==> config.mk <==
export PLATFORM = sky130hd
export DESIGN_NAME = sort_loader
export DESIGN_NICKNAME = d
export VERILOG_FILES = /design/src/rtl/sort_loader.sv
export SDC_FILE = /design/constraint.sdc
export NUM_CORES = 1
export LEC_CHECK = 0
export ABC_AREA = 1
export CAP_MARGIN = 30
export CORE_MARGIN = 5
export CORE_UTILIZATION = 42
export DETAILED_ROUTE_END_ITERATION = 8
export HOLD_SLACK_MARGIN = 0.15
export PLACE_DENSITY = 0.73
export SLEW_MARGIN = 0
export SYNTH_ARGS = -nofsm -noshare
export SYNTH_HDL_FRONTEND = slang
export SYNTH_SLANG_ARGS = --single-unit
==> constraint.sdc <==
create_clock -name l_clk -period 1.34 [get_ports l_clk]
set_input_delay 0.134 -clock l_clk [delete_from_list [all_inputs] [get_ports l_clk]]
set_output_delay 0.134 -clock l_clk [all_outputs]
set_load 0.01 [all_outputs]
==> src/rtl/sort_loader.sv <==
// Host-side loader for the bubble-sort engine: writes N words into sort memory, pulses go,
// then streams the sorted readout. Define SORT_LOADER_ORDER_CHECK_EN to add l_order_err.
module sort_loader #(
  parameter int N  = 8,
  parameter int W  = 8,
  parameter int AW = 3
) (
  input  logic          l_clk,
  input  logic          l_rst_n,
  input  logic          l_in_valid,
  input  logic [W-1:0]  l_in_data,
  output logic          l_in_ready,
  output logic          l_mem_we,
  output logic [AW-1:0] l_mem_addr,
  output logic [W-1:0]  l_mem_wdata,
  output logic          l_go,
  input  logic          l_done,
  input  logic          l_rd_re,
  input  logic [W-1:0]  l_rd_data,
  output logic          l_out_valid,
  output logic [W-1:0]  l_out_data,
  output logic          l_busy,
`ifdef SORT_LOADER_ORDER_CHECK_EN
  output logic          l_order_err,
`endif
  output logic          l_short_err
);

  localparam int CW = AW + 1;
  localparam logic [CW-1:0] LAST = CW'(N - 1);
  localparam logic [CW-1:0] FULL = CW'(N);

  typedef enum logic [2:0] {
    S_LOAD,
    S_FLUSH,
    S_GO,
    S_WAIT,
    S_DRAIN
  } state_t;

  state_t          state_reg, state_next;
  logic [CW-1:0]   in_cnt_reg, in_cnt_next;
  logic [CW-1:0]   out_cnt_reg, out_cnt_next;
  logic            we_reg, we_next;
  logic [AW-1:0]   addr_reg, addr_next;
  logic [W-1:0]    wdata_reg, wdata_next;
  logic            pending_reg, pending_next;
  logic [W-1:0]    out_data_reg, out_data_next;
  logic            short_err_reg, short_err_next;
  logic            accept;

  assign accept = (state_reg == S_LOAD) && l_in_valid;

  always_ff @(posedge l_clk or negedge l_rst_n) begin
    if (!l_rst_n) begin
      state_reg     <= S_LOAD;
      in_cnt_reg    <= '0;
      out_cnt_reg   <= '0;
      we_reg        <= 1'b0;
      addr_reg      <= '0;
      wdata_reg     <= '0;
      pending_reg   <= 1'b0;
      out_data_reg  <= '0;
      short_err_reg <= 1'b0;
    end else begin
      state_reg     <= state_next;
      in_cnt_reg    <= in_cnt_next;
      out_cnt_reg   <= out_cnt_next;
      we_reg        <= we_next;
      addr_reg      <= addr_next;
      wdata_reg     <= wdata_next;
      pending_reg   <= pending_next;
      out_data_reg  <= out_data_next;
      short_err_reg <= short_err_next;
    end
  end

  always_comb begin
    state_next     = state_reg;
    in_cnt_next    = in_cnt_reg;
    out_cnt_next   = out_cnt_reg;
    we_next        = 1'b0;
    addr_next      = addr_reg;
    wdata_next     = wdata_reg;
    pending_next   = 1'b0;
    out_data_next  = out_data_reg;
    short_err_next = short_err_reg;

    unique case (state_reg)
      S_LOAD: begin
        if (accept) begin
          we_next        = 1'b1;
          addr_next      = in_cnt_reg[AW-1:0];
          wdata_next     = l_in_data;
          short_err_next = 1'b0;
          if (in_cnt_reg == LAST) begin
            in_cnt_next = '0;
            state_next  = S_FLUSH;
          end else begin
            in_cnt_next = in_cnt_reg + 1'b1;
          end
        end
      end
      S_FLUSH: state_next = S_GO;
      S_GO:    state_next = S_WAIT;
      S_WAIT: begin
        if (l_done) begin
          out_cnt_next = '0;
          state_next   = S_DRAIN;
        end
      end
      S_DRAIN: begin
        // The read data for last cycle's re is on the bus now; it is captured regardless of l_done.
        if (pending_reg) begin
          out_data_next = l_rd_data;
          out_cnt_next  = out_cnt_reg + 1'b1;
        end
        if (pending_reg && (out_cnt_reg == LAST)) begin
          state_next = S_LOAD;
        end else if (!l_done && !pending_reg) begin
          state_next     = S_LOAD;
          short_err_next = (out_cnt_reg != FULL);
        end else begin
          pending_next = l_rd_re;
        end
      end
      default: state_next = S_LOAD;
    endcase
  end

  assign l_in_ready  = (state_reg == S_LOAD);
  assign l_busy      = (state_reg != S_LOAD);
  assign l_go        = (state_reg == S_GO);
  assign l_mem_we    = we_reg;
  assign l_mem_addr  = addr_reg;
  assign l_mem_wdata = wdata_reg;
  assign l_out_valid = pending_reg;
  // Read data is presented in the same cycle it arrives; the register holds it afterwards.
  assign l_out_data  = pending_reg ? l_rd_data : out_data_reg;
  assign l_short_err = short_err_reg;

`ifdef SORT_LOADER_ORDER_CHECK_EN
  logic order_err_reg;
  logic order_hit;

  assign order_hit = pending_reg && (out_cnt_reg != '0) && (l_rd_data < out_data_reg);

  always_ff @(posedge l_clk or negedge l_rst_n) begin
    if (!l_rst_n) begin
      order_err_reg <= 1'b0;
    end else if (accept) begin
      order_err_reg <= 1'b0;
    end else if (order_hit) begin
      order_err_reg <= 1'b1;
    end
  end

  assign l_order_err = order_err_reg | order_hit;
`endif

endmodule

==> results of run 1 <==
==> cell type report <==
| type | count | area [um^2] | share of cell area [%] |
|---|---|---|---|
| Multi-Input combinational cell | 127 | 728 | 31.3 |
| Timing Repair Buffer | 59 | 538 | 23.1 |
| Clock buffer | 6 | 72.6 | 3.12 |
| Tap cell | 48 | 60.1 | 2.58 |
| Sequential cell | 33 | 830 | 35.7 |
| Clock inverter | 2 | 10.0 | 0.430 |
| Inverter | 22 | 87.6 | 3.77 |
==> cells by family after synthesis <==
family	synth area share, %
and+or+nand+nor	26.8
buffers and inverters	7.97
adders and majority gates	2.37
DFF	52.1
AOI/OAI and AO/OA	8.45
xor gates and xnor gates	1.66
muxes	0.631
==> what timing repair did <==
| item | CTS | global route |
|---|---|---|
| pin swaps | 1 | 5 |
| setup buffers | 4 | 1 |
| gates resized for setup | 57 | 39 |
| setup endpoints to repair | 15 | 24 |
==> per-layer routing <==
metal,GRT usage [%],vias to the layer above
met5,0,-
li1,-,707
met1,17.9,623
met2,23.7,41
met4,5.01,0
met3,5.47,6
==> final timing paths <==
check / startpoint / endpoint / slack (ns) / cells after the start
min in group l_clk: l_rd_re / l_out_valid$_DFF_PN0_ / 0.36 / 3
setup / recovery: l_mem_wdata[6]$_DFFE_PN0P_ / l_mem_wdata[6] / 0.03 / 1
setup reg to reg: state_reg[1]$_DFFE_PN0P_ / out_cnt_reg[0]$_DFFE_PN0P_ / 0.06 / 9
hold / removal: l_rst_n / in_cnt_reg[3]$_DFFE_PN0P_ / 0.21 / 2
hold reg to reg: l_mem_wdata[3]$_DFFE_PN0P_ / l_mem_wdata[3]$_DFFE_PN0P_ / 0.47 / 2
max in group asynchronous: l_rst_n / state_reg[1]$_DFFE_PN0P_ / 0.94 / 2
==> layout by cell type, fill, tap and decap left out, types with 2 or more instances in the layout <==
cell type        synthesis  final
clkinv_2                 0      2
nor2_4                   1      2
nand4_1                  3      3
dlymetal6s2s_1           0      4
buf_6                    2      4
dfrtp_1                 33     30
o21ai_0                 20     12
inv_1                   20     17
o21ai_2                  2     10
clkdlybuf4s50_1          0     29
nand2_4                  1      4
nand2_1                 67     59
buf_4                    1      9
nor2_1                   7      4
inv_2                    2      4
xor2_1                   3      3
ha_1                     3      3
nand2_2                  3      7
nor2_2                   1      3
buf_2                    2     10
dfrtp_2                  0      3
nand3_1                  8      8
clkbuf_8                 0      5
==> where the power goes <==
part	leakage, nW	internal (mW)	switching, mW
combinational	0.721	1.04	1.16
sequential	0.414	1.41	0.235
clock	0.0450	0.359	0.351
==> impl_results.md, run 1 <==
- Most common library cells after synthesis: nand2_1 (67), dfrtp_1 (33), inv_1 (20), o21ai_0 (20), nand3_1 (8)
- Final setup vio count: 0
- Critical-path cell list: clkdlybuf4s50_1
- Final slew viol count: 0
- Min setup slack post-route: 0.0322 ns
- Total Power Consumption: 4.56 mW
- Post-CTS Hold Fix Bufs: 0
- Clock insertion delay at the later pin of the skew report: 0.28 ns
- Setup slack after placement: -0.257 ns
- Ports: 46
- Worst hold margin: 0.211 ns
- Kind of cell adding the most delay to the critical path: buffers and inverters
- Biggest area consumer among synthesized cells: dfrtp_1
- Initial standard-cell utilization of the core: 43.3%
- Layout Cells excl Fill: 297
- Weighted congestion at the end of routability-driven global placement: 0.822
- Number of antenna violations at the first check in global routing: 0
- Share of the synthesized area in the top cell type: 52.1%
- Worst path slowest cell: clkdlybuf4s50_1
- Leakage power: 1.18 nW
- Crit path buffers/inverters: 1
- Global-route usage over all layers: 14.6%
- Cell with the most instances after synthesis: nand2_1
- Final HPWL DP: 2450 um
- Clock H-tree levels: 2
- Area of the die: 0.00510 mm^2
- Reported max-cap violation count: 0
- Total of flip-flops plus latches after synthesis: 33
- Average instance area after synthesis: 8.43 um^2
- Top cells by area in the synthesized netlist: dfrtp_1 (52%), nand2_1 (16%), o21ai_0 (6.3%)
- Relative slew slack: 85.8%
- Cell count after placement: 284
- CTS root buf: clkbuf_8
- Final layout net count: 272
- Number of buffers added by the clock tree synthesis step: 5
- Final worst path period share: 97.6%
- Crit Path Max Fanout: 2
- Maximum clock rate: 0.765 GHz
- Layout cell share with drive strength beyond 1: 28.5%
- Clock transition time at the flip-flop clock pins of the worst setup and hold paths: 0.07 ns
- Register area share after synthesis: 52.1%
- Remaining routing DRC violations: 0
- Result of the run: complete, no violations
- Summed area of non-filler cells in the final layout: 0.00233 mm^2
- Die height: 71.4 um
- Length of routed met3 wiring: 277 um
- Layout Skew: 0.00556 ns
- Utilization after layout: 63.5%
- Post-placement cell area: 0.00213 mm^2
- P&R area growth vs syn: 46.7%
- Ant. Diodes: 0
- Category of the most critical setup path: reg2out
- Count of vias placed by the detailed router: 1377
- Routed length per placed instance: 11.7 um
- Clock sinks: 33
- Maximum root-to-sink buffer count: 2
- First-pass GRT wire length: 5970 um
- Dominant synthesized flop cell: dfrtp_1
- Met1 wire length: 1620 um
- IO buf count: 45
- Least-Margin Pin Slew: 0.213 ns
- Total core area: 0.00366 mm^2
- Count of endpoints failing hold in the final timing report: 0
- Worst voltage drop across the vdd grid: 0.000998 V
- Remaining Overflow, GRT: 0
- Required time of the critical path: 1.21 ns
- Synth cell types: 26
- Arrival time at the worst endpoint: 1.17 ns
- Setup repair after global routing missed its margin: yes
- Crit end category: primary output
- Detailed-route wire length: 3490 um
- Power per cell area: 1960 mW/mm^2
- Number of global-route vias before repair: 1360
- Critical Path Source Type: register
- Top metal layer carrying routed signals: met4
- Via density: 4.64
- Placement Rows: 22
- Post-Syn Nets: 212
- Number of nets with antenna violations after detailed routing: 0
- Die outline width: 71.4 um
- Cells after synthesis: 188
- Post-synth EDFFs: 0
- Post-Route Setup TNS: 0 ns
- Summed instance area of the synthesized netlist: 0.00159 mm^2
- Pin count of the biggest net entering global routing: 34
- Metal2 WL: 1540 um
- Class of the most critical hold timing path: in2async
- DRC violation total after the first TritonRoute iteration: 85
- Count of synthesis-stage warnings from yosys: 0
- Post-synth ARST share: 100%
- Post-route minimum period: 1.31 ns
- Clock tree from TritonCTS: done
- Drt pass-1 iters: 4
- Largest stage delay, worst path: 0.54 ns
- Fill count: 330
No activity file was read; power rests on OpenSTA's default activity.
==> inputs of run 2 (changes only) <==
MAX_ROUTING_LAYER = met4   (was not set)
clock period = 1.45 ns   (was 1.34 ns; I/O delays follow)
==> run 2 against run 1 <==
Against the previous run:
- die area unchanged
- count of clock-buffer cells in the layout is 1 higher
- via count fell by 0.44%
- clock power shrank 5.1%
- routed wire length decreased by 3.7%
- total power down 12%
- critical path type unchanged
==> impl_results.md, run 2 (synthesis results as in run 1) <==
- Result of the run: complete, no violations
- Worst path slowest cell: dfrtp_2
- Clock tree from TritonCTS: done
- Required time of the critical path: 1.31 ns
- Cell count along the critical path: 4
- Number of buffers added by the clock tree synthesis step: 5
- Weighted congestion at the end of routability-driven global placement: 0.802
- Number of nets with antenna violations after detailed routing: 0
- Worst voltage drop across the vdd grid: 0.000735 V
- Worst Setup EP: l_out_data[2]
- Final HPWL DP: 2480 um
- Critical Path Source: l_out_valid$_DFF_PN0_
- Pin count of the biggest net entering global routing: 34
- Critical register-to-register path startpoint: l_out_valid$_DFF_PN0_
- Summed area of non-filler cells in the final layout: 0.00219 mm^2
- Crit Path Max Fanout: 8
- Fill count: 337
- Remaining routing DRC violations: 0
- DRC violation total after the first TritonRoute iteration: 60
- Largest stage delay, worst path: 0.43 ns
- Final worst path period share: 94.1%
- Layout Skew: 0.00570 ns
- Clock transition time at the flip-flop clock pins of the worst setup and hold paths: 0.06 ns
- Drt pass-1 iters: 4
- Footprint of the flip-flops and latches: 830 um^2
- Initial standard-cell utilization of the core: 43.3%
- Number of global-route vias before repair: 1403
- Reported max-cap violation count: 0
- Final setup vio count: 0
- Clock H-tree levels: 2
- Critical-path cell list: buf_12 -> nand2_1 -> o21ai_1 -> clkdlybuf4s15_1
- Maximum root-to-sink buffer count: 2
- Ant. Diodes: 0
- Final slew viol count: 0
- Routed length per placed instance: 11.5 um
- Global-route usage over all layers: 15.2%
- Setup repair after global routing missed its margin: no
- CTS root buf: clkbuf_8
- Utilization after layout: 59.8%
- Ports: 46
- Most used cells in the layout excluding fill and tap cells: nand2_1 (66), clkdlybuf4s50_1 (33), dfrtp_1 (30)
- Clock insertion delay at the later pin of the skew report: 0.28 ns
- Area used by multi-input combinational logic: 638 um^2
- Critical Path Source Type: register
- Commonest non-fill, non-tap cell in the layout: nand2_1
- Count of vias placed by the detailed router: 1371
- Die height: 71.4 um
- Area of the die: 0.00510 mm^2
- Power per cell area: 1840 mW/mm^2
- Placement Rows: 22
- Total Power Consumption: 4.02 mW
- Clock sinks: 33
- P&R area growth vs syn: 38.0%
- Destination of the worst register-to-register timing path: l_short_err$_DFFE_PN0P_
- Crit path buffers/inverters: 2
- Leakage power: 1.07 nW
- Maximum clock rate: 0.733 GHz
- Class of the most critical hold timing path: in2async
- Least-Margin Pin Slew: 0.404 ns
- Remaining Overflow, GRT: 0
- Post-route minimum period: 1.36 ns
- Via density: 4.70
- Final layout net count: 268
- Number of antenna violations at the first check in global routing: 0
- Number of cell instances on the worst register-to-register path: 6
- IO buf count: 45
- Layout cell share with drive strength beyond 1: 17.6%
- Post-placement cell area: 0.00210 mm^2
- Kind of cell adding the most delay to the critical path: flip-flops
- Die outline width: 71.4 um
- Register-to-Register Setup Slack: 0.11 ns
- Min setup slack post-route: 0.0854 ns
- Setup slack after placement: -0.129 ns
- First-pass GRT wire length: 5980 um
- Total core area: 0.00366 mm^2
- Category of the most critical setup path: reg2out
- Count of endpoints failing hold in the final timing report: 0
- Detailed-route wire length: 3360 um
- Crit end category: primary output
- Relative slew slack: 73.1%
- Arrival time at the worst endpoint: 1.22 ns
## run 2: cell count changes in the layout (fill, tap and decap cells not counted), sizes merged
| cell | previous run | this run |
|---|---|---|
| clkbuf | 7 | 15 |
| clkinv | 2 | 0 |
| clkdlybuf4s15 | 1 | 2 |
| clkdlybuf4s50 | 29 | 33 |
| dlymetal6s2s | 4 | 0 |
| buf | 24 | 11 |
| dlygate4sd2 | 0 | 1 |
## run 2: worst min path at each step
stage                     cells after the start  slack (ns)                          end                  startpoint
after floorplan                               0       -0.15    in_cnt_reg[0]$_DFFE_PN0P_                     l_rst_n
after global placement                        2        0.45   l_mem_wdata[5]$_DFFE_PN0P_  l_mem_wdata[5]$_DFFE_PN0P_
after detailed placement                      2        0.46   l_mem_wdata[5]$_DFFE_PN0P_  l_mem_wdata[5]$_DFFE_PN0P_
after CTS                                     2        0.28  out_data_reg[2]$_DFFE_PN0N_                     l_rst_n
after global routing                          2        0.30     state_reg[2]$_DFFE_PN0P_                     l_rst_n
final                                         2        0.27     state_reg[2]$_DFFE_PN0P_                     l_rst_n
## run 2: report_power, final
part	total (mW)	internal [mW]	switching [mW]
clock network	0.674	0.376	0.298
registers	1.52	1.30	0.223
logic	1.82	0.856	0.967
total	4.02	2.53	1.49
## run 2: what timing repair did
item,in CTS,in global routing
buffers inserted,3,0
hold buffers,0,0
setup endpoints to repair,13,12
resized for setup,30,18
pin swaps,0,1
## run 2: metrics by stage
stage | hold WS [ns] | TNS [ns] | cells
after detailed placement | 0.460 | -0.816 | 282
after global placement | 0.454 | -0.560 | 282
final | 0.273 | 0 | 292
after floorplan | -0.151 | 0 | 188
after global routing | 0.305 | 0 | 292
after CTS | 0.284 | -0.000309 | 292
## run 2: layout make-up
class                   count  area share (%)
well taps                  48            2.74
flip-flops and latches     33            37.9
repair buffers             55            22.5
clock buffers               7            3.95
inverters                  22            3.77
multi-input cells         127            29.2
## run 2: per-layer routing
layer | share of wire, % | track usage (%) | wire length (um) | vias up
li1 | - | - | - | 699
met3 | 8.4 | 4.21 | 283 | 7
met4 | 1.9 | 6.89 | 63 | 0
met5 | 0 | - | 0 | -
met2 | 45 | 25.4 | 1510 | 42
met1 | 45 | 16.9 | 1500 | 623
## run 2: worst register-to-register path, stage by stage (launching register included)
cell and delay (ns):
dfrtp_2 0.43, buf_4 0.18, buf_4 0.15, nor2_1 0.15, nor2_1 0.09, o21ai_0 0.17
nand2_1 0.06
==> inputs of run 3 (changes only) <==
PLACE_DENSITY = 0.72   (was 0.73)
==> run 3 against run 2 <==
Against the previous run:
- final cell count grew 0.34%
- largest power group unchanged
- count of clock-buffer cells in the layout unchanged
- total power up 6.4%
- largest cell class unchanged
- combinational power increased by 4%
- first-iteration DRC count decreased by 6.7%
==> impl_results.md, run 3 (synthesis results as in run 1) <==
- Result of the run: complete, no violations
- Post-route minimum period: 1.39 ns
- Die outline width: 71.4 um
- Post-Route Setup TNS: 0 ns
- Internal power: 2.75 mW
- Clock transition time at the flip-flop clock pins of the worst setup and hold paths: 0.07 ns
- Count of vias placed by the detailed router: 1345
- Min setup slack post-route: 0.0569 ns
- Power spent charging and discharging nets: 1.53 mW
- Clock insertion delay at the later pin of the skew report: 0.28 ns
- Routed length per placed instance: 11.4 um
- Top metal layer carrying routed signals: met4
- Count of endpoints failing hold in the final timing report: 0
- P&R area growth vs syn: 41.1%
- Ports: 46
- Gate power share: 44.1%
- Ant. Diodes: 0
- Worst hold margin: 0.271 ns
- Remaining routing DRC violations: 0
- Post-CTS Hold Fix Bufs: 0
- Final setup vio count: 0
- Met1 wire length: 1600 um
- Largest stage delay, worst path: 0.43 ns
- Required time of the critical path: 1.31 ns
- Register-to-Register Setup Slack: 0.17 ns
- Global-route usage over all layers: 14.9%
- Metal2 WL: 1430 um
- Drt pass-1 iters: 4
- Initial standard-cell utilization of the core: 43.3%
- Worst path slowest cell: dfrtp_2
- Detailed-route wire length: 3350 um
- First-pass GRT wire length: 5910 um
- Setup repair after global routing missed its margin: no
- Maximum root-to-sink buffer count: 2
- Maximum clock rate: 0.718 GHz
- Critical-path cell list: buf_12 -> o21ai_1 -> clkdlybuf4s15_2
- DRC violation total after the first TritonRoute iteration: 56
- Via density: 4.59
- Number of cell instances on the worst register-to-register path: 8
- Crit Path Max Fanout: 9
- Destination of the worst register-to-register timing path: out_cnt_reg[0]$_DFFE_PN0P_
- Placement Rows: 22
- Number of global-route vias before repair: 1361
- Kind of cell adding the most delay to the critical path: flip-flops
- Number of buffers added by the clock tree synthesis step: 5
- Weighted congestion at the end of routability-driven global placement: 0.787
- Final slew viol count: 0
- Final HPWL DP: 2410 um
- Pin count of the biggest net entering global routing: 34
- Most used cells in the layout excluding fill and tap cells: nand2_1 (67), clkdlybuf4s50_1 (33), dfrtp_1 (30)
- Length of routed met3 wiring: 295 um
- Utilization after layout: 61.1%
- Critical Path Source Type: register
- Switching part of the total: 35.7%
- Class of the most critical hold timing path: in2async
- Final layout net count: 268
- Commonest non-fill, non-tap cell in the layout: nand2_1
- Final worst path period share: 96.1%
- Number of nets with antenna violations after detailed routing: 0
- Arrival time at the worst endpoint: 1.25 ns
- Leakage power: 1.09 nW
- Area of the die: 0.00510 mm^2
- Number of antenna violations at the first check in global routing: 0
- Critical register-to-register path startpoint: state_reg[0]$_DFFE_PN0P_
- Clock H-tree levels: 2
- IO buf count: 45
- Crit end category: primary output
- Crit path buffers/inverters: 2
- Sequential Power Share: 35.3%
- Reported max-cap violation count: 0
- Category of the most critical setup path: reg2out
- Total core area: 0.00366 mm^2
- Clock tree from TritonCTS: done
- Layout Skew: 0.00337 ns
- Relative slew slack: 72.9%
- Die height: 71.4 um
- Remaining Overflow, GRT: 0
- CTS root buf: clkbuf_8
- Clock sinks: 33
- Worst voltage drop across the vdd grid: 0.000874 V
- Share of total power in the clock network: 20.6%
- Power per cell area: 1910 mW/mm^2
- Layout cell share with drive strength beyond 1: 18.8%
- Setup slack after placement: -0.129 ns
- Least-Margin Pin Slew: 0.407 ns
[run 3: final cells by class]
type | instances | area, um^2
fill | 329 | 1420
sequential | 33 | 830
multi-input combinational | 127 | 643
timing repair buffer | 55 | 503
clock buffer | 7 | 86.3
inverter | 22 | 85.1
tap | 48 | 60.1
clock inverter | 1 | 30.0
[run 3: power by group through the flow]
stage          Sequential, mW  Combinational (mW)  Clock (mW)
2_1_floorplan            1.59               0.946           0
3_3_place_gp             1.52                1.90           0
5_1_grt                  1.56                2.12       0.953
6_report                 1.51                1.89       0.883
3_5_place_dp             1.53                1.93           0
4_1_cts                  1.51                1.91       0.905
[run 3: how the worst max path moves through the flow]
stage,from,end,slack (ns),depth (start not counted)
floorplan,state_reg[0]$_DFFE_PN0P_,state_reg[0]$_DFFE_PN0P_,0.25,6
global placement,l_out_valid$_DFF_PN0_,l_out_data[0],-0.09,2
detailed placement,l_out_valid$_DFF_PN0_,l_out_data[2],-0.13,2
CTS,l_out_valid$_DFF_PN0_,l_out_data[0],0.005,3
global route,l_out_valid$_DFF_PN0_,l_out_data[4],0.003,3
finish,l_out_valid$_DFF_PN0_,l_out_data[6],0.06,3
[run 3: metrics by stage]
| step | power (mW) | instances | cell area, um^2 |
|---|---|---|---|
| floorplan | 2.53 | 188 | 1590 |
| detailed placement | 3.46 | 281 | 2100 |
| CTS | 4.32 | 292 | 2250 |
| finish | 4.28 | 293 | 2240 |
| global route | 4.64 | 293 | 2240 |
| global placement | 3.42 | 281 | 2100 |
[run 3: routing by layer]
layer  global-route usage, %  vias to the layer above
li1                        -                      702
met1                    18.4                      597
met2                    23.2                       42
met3                    5.89                        4
met4                    3.13                        0
met5                       -                        -
[run 3: timing repair]
action                     in CTS  in global routing
setup endpoints to repair      12                 14
resized for setup              32                 19
buffers inserted                3                  1
cloned                          0                  0
pin swaps                       0                  1
